### src/rtl/capsense_pkg.sv
// Shared types and helpers for the capacitive sensor scan controller.
// Scan states, default array geometry and the saturating adder.
package capsense_pkg;

    typedef enum logic [2:0] {
        IDLE,
        HIGH,
        LOW,
        EVAL,
        REPORT
    } state_t;

    localparam int NUM_CH_DEF = 9;
    localparam int CNT_W_DEF  = 32;

    typedef logic [CNT_W_DEF-1:0] count_t;
    typedef logic [CNT_W_DEF-1:0] baseline_t;

    // a + b clamped to 2**w-1 (w <= 63)
    function automatic logic [63:0] sat_add(
        input logic [63:0] a,
        input logic [63:0] b,
        input int          w
    );
        logic [64:0] s;
        logic [64:0] lim;
        s   = {1'b0, a} + {1'b0, b};
        lim = (65'd1 << w) - 65'd1;
        return (s > lim) ? lim[63:0] : s[63:0];
    endfunction

endpackage

### src/rtl/capsense_debounce.sv
// One channel of touch debounce: a stable bit that flips only after
// DEBOUNCE consecutive disagreeing samples.
module capsense_debounce
    import capsense_pkg::*;
#(
    parameter int DEBOUNCE = 3
) (
    input  logic clock,
    input  logic reset,
    input  logic clr,
    input  logic sample_en,
    input  logic raw,
    output logic stable
);

    localparam int DB_W = 3;
    localparam logic [DB_W-1:0] DB_LAST = DB_W'(DEBOUNCE - 1);

    logic [DB_W-1:0] cnt;

    always_ff @(posedge clock) begin
        if (reset || clr) begin
            cnt    <= '0;
            stable <= 1'b0;
        end else if (sample_en) begin
            if (raw == stable) begin
                cnt <= '0;
            end else if (cnt == DB_LAST) begin
                cnt    <= '0;
                stable <= ~stable;
            end else begin
                cnt <= cnt + 1'b1;
            end
        end
    end

endmodule

### src/rtl/capsense_scan_ctrl.sv
// Scan sequencer, baseline calibration and touch reporting for the pad array.
// Define CAPSENSE_BASELINE_TRACK_EN to let idle baselines drift toward the counts.
module capsense_scan_ctrl
    import capsense_pkg::*;
#(
    parameter int NUM_CH      = NUM_CH_DEF,
    parameter int CNT_W       = CNT_W_DEF,
    parameter int HALF_PERIOD = 50000,
    parameter int THRESH      = 200,
    parameter int DEBOUNCE    = 3,
    parameter int CAL_SHIFT   = 3
) (
    input  logic                    clock,
    input  logic                    reset,
    input  logic                    enable,
    input  logic                    recal,
    input  logic [NUM_CH*CNT_W-1:0] counts,
    output logic                    sensor_trigger,
    output logic                    calibrated,
    output logic [NUM_CH-1:0]       touch_mask,
    output logic                    touch_valid,
    input  logic                    touch_ready,
    output logic                    scan_done
);

    localparam int CH_W  = (NUM_CH > 1) ? $clog2(NUM_CH) : 1;
    localparam int PH_W  = $clog2(HALF_PERIOD + 1);
    localparam int SUM_W = CNT_W + CAL_SHIFT;
    localparam int CAL_W = CAL_SHIFT + 1;

    localparam logic [CH_W-1:0]  CH_LAST  = CH_W'(NUM_CH - 1);
    localparam logic [PH_W-1:0]  PH_LAST  = PH_W'(HALF_PERIOD - 1);
    localparam logic [CAL_W-1:0] CAL_LAST = CAL_W'((1 << CAL_SHIFT) - 1);

    state_t            state, state_next;
    logic [PH_W-1:0]   phase;
    logic [CH_W-1:0]   ch_idx;
    logic [CAL_W-1:0]  cal_cnt;
    logic [CNT_W-1:0]  cnt_arr  [NUM_CH];
    logic [CNT_W-1:0]  baseline [NUM_CH];
    logic [SUM_W-1:0]  cal_sum  [NUM_CH];
    logic [NUM_CH-1:0] raw_reg;
    logic [NUM_CH-1:0] raw_vec;
    logic [NUM_CH-1:0] stable;
    logic [CNT_W-1:0]  cnt_cur;
    logic [CNT_W-1:0]  thr_cur;
    logic              raw_now;
    logic              in_eval;
    logic              in_report;
    logic              commit;
    logic              abort_cal;

    for (genvar k = 0; k < NUM_CH; k++) begin : g_unpack
        assign cnt_arr[k] = counts[k*CNT_W +: CNT_W];
    end

    assign sensor_trigger = (state == HIGH);
    assign scan_done      = (state == REPORT);
    assign in_eval        = (state == EVAL);
    assign in_report      = (state == REPORT) && !recal;
    assign commit         = in_eval && (ch_idx == CH_LAST) && enable && !recal;
    // An aborted calibration scan would leave partial sums, so restart it
    assign abort_cal      = in_eval && !enable && !calibrated && !recal;

    always_comb begin
        cnt_cur = cnt_arr[ch_idx];
        thr_cur = CNT_W'(sat_add(64'(baseline[ch_idx]), 64'(THRESH), CNT_W));
        raw_now = (cnt_cur > thr_cur);
        raw_vec = raw_reg;
        raw_vec[ch_idx] = raw_now;
    end

    always_comb begin
        state_next = state;
        if (recal) begin
            state_next = enable ? HIGH : IDLE;
        end else if (!enable) begin
            state_next = IDLE;
        end else begin
            unique case (state)
                IDLE:    state_next = HIGH;
                HIGH:    if (phase == PH_LAST) state_next = LOW;
                LOW:     if (phase == PH_LAST) state_next = EVAL;
                EVAL:    if (ch_idx == CH_LAST) state_next = REPORT;
                REPORT:  state_next = HIGH;
                default: state_next = IDLE;
            endcase
        end
    end

    always_ff @(posedge clock) begin
        if (reset) begin
            state  <= IDLE;
            phase  <= '0;
            ch_idx <= '0;
        end else begin
            state <= state_next;
            if (recal || state_next != state)
                phase <= '0;
            else if (state == HIGH || state == LOW)
                phase <= phase + 1'b1;
            if (in_eval && state_next == EVAL)
                ch_idx <= ch_idx + 1'b1;
            else
                ch_idx <= '0;
        end
    end

    always_ff @(posedge clock) begin
        if (reset || recal) begin
            for (int k = 0; k < NUM_CH; k++) begin
                cal_sum[k]  <= '0;
                baseline[k] <= '0;
            end
            cal_cnt    <= '0;
            calibrated <= 1'b0;
            raw_reg    <= '0;
        end else begin
            if (abort_cal) begin
                for (int k = 0; k < NUM_CH; k++)
                    cal_sum[k] <= '0;
                cal_cnt <= '0;
            end else if (in_eval && !calibrated) begin
                cal_sum[ch_idx] <= cal_sum[ch_idx] + SUM_W'(cnt_cur);
            end
            if (in_eval && calibrated) begin
                raw_reg[ch_idx] <= raw_now;
`ifdef CAPSENSE_BASELINE_TRACK_EN
                if (!stable[ch_idx] && !raw_now) begin
                    if (cnt_cur > baseline[ch_idx])
                        baseline[ch_idx] <= baseline[ch_idx] + 1'b1;
                    else if (cnt_cur < baseline[ch_idx])
                        baseline[ch_idx] <= baseline[ch_idx] - 1'b1;
                end
`endif
            end
            if (state == REPORT && !calibrated) begin
                if (cal_cnt == CAL_LAST) begin
                    for (int k = 0; k < NUM_CH; k++)
                        baseline[k] <= CNT_W'(cal_sum[k] >> CAL_SHIFT);
                    calibrated <= 1'b1;
                    cal_cnt    <= '0;
                end else begin
                    cal_cnt <= cal_cnt + 1'b1;
                end
            end
        end
    end

    // Debounce samples the whole scan at once on its last EVAL cycle
    for (genvar k = 0; k < NUM_CH; k++) begin : g_db
        capsense_debounce #(
            .DEBOUNCE (DEBOUNCE)
        ) u_db (
            .clock     (clock),
            .reset     (reset),
            .clr       (recal),
            .sample_en (commit && calibrated),
            .raw       (raw_vec[k]),
            .stable    (stable[k])
        );
    end

    always_ff @(posedge clock) begin
        if (reset) begin
            touch_mask  <= '0;
            touch_valid <= 1'b0;
        end else if (in_report && !touch_valid && stable != touch_mask) begin
            touch_mask  <= stable;
            touch_valid <= 1'b1;
        end else if (touch_valid && touch_ready) begin
            touch_valid <= 1'b0;
        end
    end

endmodule

### config.mk
export PLATFORM = sky130hd
export DESIGN_NAME = capsense_scan_ctrl
export DESIGN_NICKNAME = d
export VERILOG_FILES = /design/src/rtl/capsense_pkg.sv /design/src/rtl/capsense_debounce.sv /design/src/rtl/capsense_scan_ctrl.sv
export SDC_FILE = /design/constraint.sdc
export NUM_CORES = 2
export LEC_CHECK = 0
export BUFFER_PORTS_ARGS = -buffer_cell sky130_fd_sc_hd__clkbuf_2
export CORE_ASPECT_RATIO = 0.7
export CORE_UTILIZATION = 30
export CTS_CLUSTER_SIZE = 8
export DETAILED_ROUTE_END_ITERATION = 12
export GPL_TIMING_DRIVEN = 1
export PLACE_DENSITY_LB_ADDON = 0.1
export SLEW_MARGIN = 20
export SYNTH_ARGS = -nofsm -noshare
export SYNTH_HDL_FRONTEND = slang
export SYNTH_HIERARCHICAL = 1
export SYNTH_SLANG_ARGS = --single-unit
### constraint.sdc
create_clock -name clock -period 45.1 [get_ports clock]
set_input_delay 2.255 -clock clock [delete_from_list [all_inputs] [get_ports clock]]
set_output_delay 2.255 -clock clock [all_outputs]
set_load 0.03 [all_outputs]
==> results_dict.tcl <==
set metrics [dict create \
    start_util 0.304 \
    cp_max_fo 86 \
    hp-start "raw_reg[1]" \
    fmax_mhz 118 \
    hold_viol 0 \
    finalSetupViolCount 0 \
    synth_edf_count 848 \
    tightest_slew_ns 1.19 \
    vdd.ir_drop.worst_uv 38.2 \
    crit_arrival_ns 8.99 \
    syn-cell-area_mm2 0.0453 \
    largest_reg_flops 560 \
    hold_path_class "register to register" \
    drv_cap 0 \
    fin_tns_setup_ns 0 \
    cts_buffer_depth 3 \
    finalMaxSlewViolations 0 \
    vias_per_cell 5.12 \
    grt_pass1_vias 28887 \
    required_ns 45.60 \
    grt_pass1_wl_mm 221 \
    place_area_mm2 0.0494 \
    die_y_um 327 \
    clock-sinks 931 \
    post-route-min-period_ns 8.49 \
    core_area_mm2 0.149 \
    cts_tree "built" \
    cts_hold_buf 0 \
    avgSynthCellArea_um2 14.0 \
    num_rows 118 \
    yosysUniqueCellTypes 85 \
    drive_gt1_frac 0.253 \
    cts_made_buffers 134 \
    fin_area_mm2 0.0532 \
    worstSetupEndpointType "register" \
    maxUsedRoutingLayer "met4" \
    cts_resized 0 \
    cts_root_buf "clkbuf_16" \
    final_common_cell "edfxtp_1" \
    grt_max_degree 186 \
    met3WireLength_mm 10.2 \
    synthToLayoutAreaGrowth_pct 17.3 \
    place_congestion 0.878 \
    vias 28802 \
    fin_nets 3963 \
    final_antenna_net_count 0 \
    io_buffers 305 \
    clock_skew_ns 0.0273 \
    min_period_over_period 0.188 \
    drt-met1-wl_mm 74.8 \
    post-cts-setup-buffer-count 0 \
    routedWlPerCell_um 27.9 \
    largest_register "cal_sum" \
    crit_start "ch_idx[0]" \
    pin_count 306 \
    ys.flop_type "edfxtp_1" \
    fillerInstances 14306 \
    final_cell_mix "edfxtp_1 (848), nor2_1 (481), clkbuf_2 (305), and2_1 (304), mux4_2 (244)" \
    crit_type "register to register" \
    top_regs "cal_sum: 560 flops, baseline: 288 flops, g_db.u_db/cnt: 27 flops" \
    dp_hpwl_mm 99.2 \
    p_per_area_mw_per_mm2 38.7 \
    drt_iter0_markers 2739 \
    die_width_um 467 \
    firstDrtPassIters 6 \
    p_leak_nw 19.1 \
    syn_inst 3243 \
    ys_warn_count 6 \
    synth-async-reset-ratio 0 \
    p_total_w 0.00206 \
    track_usage 0.205 \
    insertion_delay_ns 0.76 \
    wl_met2_mm 68.2 \
    yosysSeqAreaShare 0.598 \
    rsz0062_at_grt "no" \
    synth.ff_latch_count 931 \
    htreeDepth 4 \
    grt_antenna_before_repair 4 \
    status "finished, final reports clean" \
    slew_headroom 0.203 \
    synth_nets 3609 \
    worst_r2r_startpoint "ch_idx[0]" \
    clk_pin_slew_ns 0.05 \
    drc_errors 0 \
    die-area_mm2 0.153 \
    grt_overflow 0 \
    startpoint_type "register" \
    drt-total-wl_mm 157 \
]
kinds of logic (layout without fill, tap and decap cells):
| family | after synthesis | after routing | share of synthesized area |
|---|---|---|---|
| compound gates | 365 | 365 | 0.0570 |
| buf+inv | 265 | 662 | 0.0249 |
| mux | 404 | 404 | 0.157 |
| simple gates | 1112 | 1112 | 0.123 |
| flops | 931 | 931 | 0.598 |
| xor+xnor | 93 | 93 | 0.0195 |
| fa+ha+maj | 73 | 73 | 0.0203 |
| other cells | 0 | 1 | 0 |
layer usage:
layer,up-vias,GRT usage
li1,12980,-
met1,14748,0.302
met2,908,0.303
met3,166,0.0446
met4,0,0.0554
met5,-,0
layout make-up:
class	instances	area [um^2]	share of cell area
clock buffer	166	3540	0.0665
inverter	84	315	0.00593
sequential	931	27100	0.510
tap	1980	2480	0.0466
timing repair buffer	399	2270	0.0427
antenna	1	2.50	0.0000470
clock inverter	13	214	0.00402
multi-input combinational	2047	17200	0.324
worst paths after layout:
kind	end	slack, ns	cells past startpoint
max	cal_sum[5][34]	36.61	18
min reg2reg	raw_reg[1]	0.47	2
max reg2reg	cal_sum[5][34]	36.61	18
min	raw_reg[1]	0.47	2
per-stage QoR:
stage,instances,hold slack (ns),worst slack [ns],utilization
detailed placement,5440,0.464,36.59,0.332
CTS,5619,0.474,36.54,0.357
global placement,5440,0.464,36.66,0.332
finish,5621,0.472,36.61,0.357
floorplan,3243,0.450,22.67,-
global route,5621,0.496,36.00,0.357
cell usage after synthesis, drive strengths merged, types with 4 or more instances:
master,instances,area [um^2]
a2111oi,10,144
a211oi,14,105
a21o,29,218
a21oi,90,454
a221oi,16,184
a22o,31,272
a22oi,5,37.5
a31oi,21,131
and2,308,1930
and3,13,81.3
and4bb,9,113
buf,65,377
clkbuf,116,435
dfxtp,83,1660
edfxtp,848,25500
ha,72,901
inv,83,312
mux2,21,236
mux2i,139,1390
mux4,244,5500
nand2,115,432
nand2b,9,56.3
nand3,34,220
nand3b,5,37.5
nand4,27,169
nor2,485,1820
nor2b,21,131
nor3,38,200
nor4,19,134
nor4b,4,53.8
o21a,7,52.6
o21ai,44,220
o21bai,7,52.6
o221ai,15,150
o22ai,50,313
or2,4,25.0
or3,5,31.3
xnor2,53,464
xor2,40,418
critical path, stage by stage, from the launching register on:
cell      delay (ns)
dfxtp_4         0.63
buf_4           0.55
buf_12          0.42
buf_4           0.87
mux4_2          0.62
mux4_2          0.49
ha_1            0.22
inv_1           0.08
fa_1            0.28
nor2b_1         0.08
o21ai_0         0.24
a21boi_0        0.26
o311ai_0        0.90
o311a_1         0.33
nor4_1          0.12
nor3_1          0.36
nor2_1          0.15
a21oi_2         0.85
mux2_2          0.43
where the power goes:
group          leakage [nW]  switching [W]  total [W]  internal [W]
logic                  7.80      0.0000922   0.000137     0.0000447
clock network          1.82       0.000388   0.000937      0.000549
registers              9.49     0.00000959   0.000984      0.000974
total                  19.1       0.000490    0.00206       0.00157
Note: power is estimated with default switching activity, not from simulation.
